### config.mk
export PLATFORM = sky130hd
export DESIGN_NAME = fifo_sync
export DESIGN_NICKNAME = d
export VERILOG_FILES = /design/src/rtl/fifo_sync.sv
export SDC_FILE = /design/constraint.sdc
export NUM_CORES = 1
export LEC_CHECK = 0
export ABC_AREA = 1
export CORE_AREA = 10 10 176 178
export CTS_CLUSTER_DIAMETER = 60
export DETAILED_ROUTE_END_ITERATION = 10
export DIE_AREA = 0 0 186 188
export PLACE_DENSITY = 0.54
export SLEW_MARGIN = 15
export SYNTH_ARGS = -nofsm -noshare
export SYNTH_HDL_FRONTEND = slang
export SYNTH_SLANG_ARGS = --single-unit
### constraint.sdc
create_clock -name clock -period 5.4 [get_ports clock]
set_input_delay 1.08 -clock clock [delete_from_list [all_inputs] [get_ports clock]]
set_output_delay 1.08 -clock clock [all_outputs]
set_load 0.05 [all_outputs]
### src/rtl/fifo_sync.sv
// -----------------------------------------------------------------------------
// fifo_sync
//   Single-clock show-ahead (first-word-fall-through) FIFO. The head word
//   is visible on q without a read request, so a consumer can inspect it
//   before deciding to pop.
//
// Handshake: a write is accepted on a rising clock edge when wrreq=1 and
//   (full=0 or rdreq=1). A read is accepted when rdreq=1 and empty=0.
//   Requests that are not accepted have no effect. There is no back-pressure
//   signal other than the full and empty flags.
//
// Ports:
//   clock  rising-edge clock
//   aclr   asynchronous active-high clear (pointers, count, flags)
//   data   write data, WIDTH bits
//   wrreq  write request
//   rdreq  read (pop) request
//   empty  registered, high when the FIFO holds 0 words
//   full   registered, high when the FIFO holds DEPTH words
//   q      head-of-queue word, 0 while empty
//   usedw  registered word count, 0..DEPTH
// -----------------------------------------------------------------------------
module fifo_sync #(
  parameter int WIDTH = 15,
  parameter int DEPTH = 16,
  localparam int AW   = $clog2(DEPTH)
) (
  input  logic             clock,
  input  logic             aclr,
  input  logic [WIDTH-1:0] data,
  input  logic             wrreq,
  input  logic             rdreq,
  output logic             empty,
  output logic             full,
  output logic [WIDTH-1:0] q,
  output logic [AW:0]      usedw
);

  localparam logic [AW:0] FULL_CNT = (AW+1)'(DEPTH);

  logic [WIDTH-1:0] storage [DEPTH];
  logic [AW-1:0]    wr_ptr;
  logic [AW-1:0]    rd_ptr;
  logic             wr_ok;
  logic             rd_ok;
  logic [AW:0]      usedw_next;

  // A write while full is still legal when a pop frees the head slot in
  // the same edge; a read while empty is always dropped, so a simultaneous
  // request on an empty FIFO behaves as a plain write.
  assign wr_ok = wrreq && (!full || rdreq);
  assign rd_ok = rdreq && !empty;

  always_comb begin
    usedw_next = usedw;
    case ({wr_ok, rd_ok})
      2'b10:   usedw_next = usedw + (AW+1)'(1);
      2'b01:   usedw_next = usedw - (AW+1)'(1);
      default: usedw_next = usedw;
    endcase
  end

  // Storage is deliberately not cleared; stale words are hidden because q
  // is forced to zero while empty.
  always_ff @(posedge clock) begin
    if (wr_ok) begin
      storage[wr_ptr] <= data;
    end
  end

  always_ff @(posedge clock or posedge aclr) begin
    if (aclr) begin
      wr_ptr <= '0;
      rd_ptr <= '0;
      usedw  <= '0;
      empty  <= 1'b1;
      full   <= 1'b0;
    end else begin
      if (wr_ok) begin
        wr_ptr <= wr_ptr + AW'(1);
      end
      if (rd_ok) begin
        rd_ptr <= rd_ptr + AW'(1);
      end
      usedw <= usedw_next;
      // Flags come from the next count so they line up with usedw.
      empty <= (usedw_next == '0);
      full  <= (usedw_next == FULL_CNT);
    end
  end

  always_comb begin
    q = '0;
    if (!empty) begin
      q = storage[rd_ptr];
    end
  end

endmodule

# After elaboration in Yosys (flattened, before gate mapping)
# Memory sizes are Yosys's and may differ from the RTL's.
# Index checks and enable logic that the tools add are counted.
totals:
  ff_bits: 15
  mem_bits_rw: 240
  inputBits: 19
  output_inout_bits: 22
  wordCells: 23
  memories: 1
classes:
  addsub: 4
  eq_ne: 3
  mux: 4
  reduce_logical: 6
mem_list:
  columns: ["name", "words", "width", "rd", "rd_clocked_by_memory_dff", "wr", "line", "text"]
  rows:
  - ["storage", 16, 15, 1, 0, 1, "41", "logic [WIDTH-1:0] storage [DEPTH];"]
op_table:
  columns: ["op", "n"]
  rows:
  - ["15-bit 2-to-1 mux", 1]
  - ["5-bit one-hot mux with 2 select lines", 1]
  - ["4-bit by 1-bit adder with 4-bit output, second input constant", 2]
  - ["5-bit by 1-bit adder with 5-bit output, second input constant", 1]
  - ["5-bit equality test, second input constant", 1]
  - ["5-bit logical NOT", 1]
  - ["5-bit by 1-bit subtractor with 5-bit output, second input constant", 1]
  - ["2-bit by 1-bit equality test with 1-bit output, second input constant", 1]
  - ["2-bit equality test, second input constant", 1]
  - ["1-bit logical AND", 2]
  - ["1-bit logical NOT", 2]
  - ["1-bit 2-to-1 mux", 2]
  - ["1-bit logical OR", 1]

# Depth between registers and ports, before layout
logic_depth:
  depth_word: 6
  mapped_depth: 15
  ltp_nobuf: 14

# Worst setup path after synthesis
# No wires, ideal clock.
synth_path:
  kind: "reg2out"
  startpoint: "register rd_ptr[0]"
  endpoint: "output q[0]"
  arrival_time_ns: 1.978
  required_time_ns: 4.320
  setup_slack_ns: 2.342
  path_stages_with_launch: 9
  path_buffers: 3
  path_cell_list: "dfrtp_1 > buf_6 > inv_4 > buf_12 > buf_6 > nor2_1 > o221ai_1 > o211ai_1 > a21oi_1"
synth_via:
  elab_chain_cells: 2
synth_rtl:
  columns: ["item", "line", "text"]
  rows:
  - ["from (decl)", "43", "logic [AW-1:0] rd_ptr;"]
  - ["from (signal assigned)", "83", "rd_ptr <= rd_ptr + AW'(1);"]
  - ["memory read 16 x 15 bit", null, null]
  - ["15-bit 2-to-1 mux", "94", "if (!empty) begin"]
  - ["to (decl)", "35", "output logic [WIDTH-1:0] q,"]
# Every way passes these cells.

# Worst setup path after layout
layout_path:
  startpoint: "register rd_ptr[0]"
  endpoint: "output q[13]"
# Same word-level chain as after synthesis.

==> Implementation_results.wiki <==
{| class="wikitable"
! Metric !! Value
|-
| Status || finished, final reports clean
|-
| Vias || about 6400
|-
| Fraction of final layout cells with drive strength greater than 1 || 11.1%
|-
| Height of the die || ~190 µm
|-
| Maximum root-to-sink buffer count || 3
|-
| Count of input and output buffers || 40
|-
| Fraction of synthesized cell area taken by the top area cell type || 70.1%
|-
| Clock tree from TritonCTS || yes
|-
| Sequential-to-total area share from yosys stat || approximately three quarters
|-
| Clock tree skew after final layout || ~0.010 ns
|-
| Later-pin clock latency in the skew report || about 0.54 ns
|-
| Maximum number of pins on one net before global-route repair || between 60 and 70
|-
| Arrival time of data at the critical path endpoint || between 3 and 4 ns
|-
| Hold-fix buffers at CTS || 0
|-
| Clock slew seen by the registers of the worst setup and hold paths || 0.06 ns
|-
| Width of the chip || about 190 µm
|-
| Commonest cells post-synth || sky130_fd_sc_hd__edfxtp_1 (240), sky130_fd_sc_hd__nor2_1 (141), sky130_fd_sc_hd__o21ai_0 (96)
|-
| Post-synth ARST share || about 5.9%
|-
| Post-Synthesis Cells || roughly 760
|-
| Hold crit path type || flop to flop
|-
| Number of synthesized flops with an enable pin || 240
|-
| Max Cap Viol || 0
|-
| Root buffer cell || sky130_fd_sc_hd__clkbuf_16
|-
| Average wire per cell in the routed design || 22.2 µm
|-
| Slowest stage cell on the critical path || sky130_fd_sc_hd__clkdlybuf4s50_1
|-
| Hold Vio Cnt, Final || 0
|-
| Actual slew at the worst max-slew pin || about 1.1 ns
|-
| Fmax || around 220 MHz
|-
| Most instantiated flip-flop cell in the synthesis netlist || sky130_fd_sc_hd__edfxtp_1
|-
| Startpoint of the worst register-to-register path || empty
|-
| Synthesized flop and latch total || ~260
|-
| DRC Markers || 0
|-
| Via count of the first global-routing pass || between 6000 and 7000
|-
| Signed area change from the synthesized netlist to the final layout || 15.7%
|-
| Distinct cell type count after synthesis || 30
|-
| Area of the core || around 0.027 mm²
|-
| HPWL reported at the end of detailed placement || ~14000 µm
|-
| Count of buffers added by post-CTS timing repair for setup || 0
|-
| Element type at the critical path start || flop
|-
| Crit. End Element || primary output
|-
| Num CTS Buffers || 28
|-
| CP required || 4.32 ns
|-
| Most common cell in the synthesized netlist || sky130_fd_sc_hd__edfxtp_1
|-
| Via-to-Cell Ratio || approximately 5.4
|-
| Violation count after the first detailed-route iteration || about 540
|-
| Library cell occupying the most area in the post-synthesis netlist || sky130_fd_sc_hd__edfxtp_1
|-
| ANT cells || 0
|-
| Post-layout net count || a little over 800
|-
| Crit path cell chain || inv_4, buf_12, nor2_1, o221ai_1, o211ai_1, a21oi_1, clkdlybuf4s50_1
|-
| Final critical delay including setup and external delays || ~4.6 ns
|-
| Start-to-end type of the worst setup path || flop to primary output
|-
| Global-route wire length before repair || about 39000 µm
|-
| Peak per-stage delay on the critical path || 0.86 ns
|-
| Total Power || 7.12 mW
|-
| Routed Wire Length || 25900 µm
|-
| Multi-input gate area || ~0.0023 mm²
|-
| H-tree level count || 1
|-
| Number of warnings issued by yosys || 0
|-
| Mapped cell area || 0.0103 mm²
|-
| Part of the cycle the worst path needs || 85.8%
|-
| Area contributors post-synth || sky130_fd_sc_hd__edfxtp_1 (70%), sky130_fd_sc_hd__nor2_1 (5.1%), sky130_fd_sc_hd__o21ai_0 (4.7%)
|-
| Maximum VDD drop || 314 µV
|-
| Standard-cell row count || 61
|-
| Placer Congestion || a little under 0.8
|-
| Number of setup violations in the final report || 0
|-
| Aggregate global routing overflow || 0
|-
| Clock tree sinks || roughly 260
|-
| Filler cell count in the final layout || 2465
|-
| Register area || ~0.0076 mm²
|-
| Power per unit of standard cell area || about 600 mW/mm²
|-
| Pleak || 3.86 nW
|-
| Net Count, Synth || about 800
|-
| Unrepaired setup endpoints after global routing || no
|-
| Hold wc startpoint || wr_ptr[0]
|-
| TNS Setup || 0 ns
|-
| Resized Gates After CTS || 0
|-
| Mean post-synth cell area || 13.5 µm²
|-
| Effective utilization at floorplan || 37.4%
|-
| Critical path fanouts, max || 65
|-
| Number of antenna violations at the first check in global routing || 0
|-
| Relative slew slack || between 20% and 30%
|-
| Final Max Slew Viols || 0
|-
| Floorplan die area || 0.0350 mm²
|-
| Number of detailed-routing iterations run before antenna repair || 5
|-
| Total GRT Usage || ~15%
|-
| Routed Antenna Nets || 0
|-
| Critical path startpoint || rd_ptr[0]
|-
| Io pins || a little over 40
|}
==> flip-flops by register name, indices dropped and copies added, names as in the netlist <==
register and flops:
wr_ptr 4, rd_ptr 4, usedw 5, storage 240
empty 1, full 1
==> critical path: cells and delay by family (launching register included) <==
| kind | cells | cell delay [ns] |
|---|---|---|
| DFF | 1 | 0.62 |
| buffers and inverters | 3 | 1.71 |
| AOI/OAI and AO/OA | 3 | 0.61 |
| and+or+nand+nor | 1 | 0.06 |
==> cells in the final DEF (no fill, tap or decap), types with 6 or more instances in the layout <==
cell                              Yosys  routed
sky130_fd_sc_hd__buf_4                0      18
sky130_fd_sc_hd__a21oi_1             16      16
sky130_fd_sc_hd__clkdlybuf4s50_1      0      40
sky130_fd_sc_hd__clkbuf_1            23       8
sky130_fd_sc_hd__xor2_1               6       6
sky130_fd_sc_hd__o211ai_1            20      20
sky130_fd_sc_hd__dfrtp_1             14      11
sky130_fd_sc_hd__inv_1               16      16
sky130_fd_sc_hd__o221ai_1            40      40
sky130_fd_sc_hd__nand3_1             19      19
sky130_fd_sc_hd__o21ai_0             96      96
sky130_fd_sc_hd__edfxtp_1           240     240
sky130_fd_sc_hd__o22ai_1             20      20
sky130_fd_sc_hd__inv_2                6       6
sky130_fd_sc_hd__clkbuf_16            0      29
sky130_fd_sc_hd__nor2_2               0      16
sky130_fd_sc_hd__nand2_1             28      28
sky130_fd_sc_hd__nor2_1             141     125
sky130_fd_sc_hd__o21ai_1             29      29
sky130_fd_sc_hd__clkinv_2             0       7
sky130_fd_sc_hd__ha_1                 7       7
==> layout make-up <==
cell class	instances	share of cell area [%]
sequential	255	63.8
inverter	23	0.747
timing repair buffer	60	4.84
clock buffer	37	6.35
multi-input combinational	434	19.7
clock inverter	13	0.926
tap	346	3.64
==> power by group <==
part	internal, mW	switching, mW	total [mW]
sequential	2.41	0.206	2.61
clock	1.07	0.735	1.81
combinational	0.815	1.88	2.70
total	4.29	2.82	7.12
==> routing by layer <==
metal / up-vias / wire length [µm] / track usage [%]
li1: 2950 / - / -
met1: 3205 / 12100 / 20.3
met4: 0 / 667 / 4.22
met5: - / 0 / 0
met2: 159 / 11900 / 22.7
met3: 37 / 1240 / 2.22
==> stage by stage <==
stage / instance area [µm²] / worst slack [ns] / utilization (%) / hold slack [ns] / std cells
global route: 11900 / 0.570 / 43.3 / 0.586 / 1168
CTS: 11900 / 0.738 / 43.3 / 0.560 / 1168
finish: 11900 / 0.765 / 43.3 / 0.561 / 1168
global placement: 11000 / 1.31 / 40.1 / 0.540 / 1118
detailed placement: 11000 / 1.31 / 40.1 / 0.546 / 1118
floorplan: 10300 / 2.34 / - / 0.512 / 761
==> final timing paths <==
kind                                   to  slack (ns)  cells after the start
max in group asynchronous       rd_ptr[0]        4.00                      2
worst min-delay path            wr_ptr[0]        0.56                      1
worst min register to register  wr_ptr[0]        0.56                      1
worst max register to register       full        2.88                     12
min in group asynchronous            full        0.93                      2
worst max-delay path                q[13]        0.77                      7
==> cell families after synthesis <==
logic type               after synthesis  share of synthesized area (%)
flip-flops                           255                           73.8
AO/OA/AOI/OAI                        222                           13.0
AND/OR/NAND/NOR                      198                           7.92
buffers and inverters                 72                           3.82
XOR/XNOR                               7                          0.596
adder cells (fa/ha/maj)                7                          0.852
Note: power is estimated with default switching activity, not from simulation.
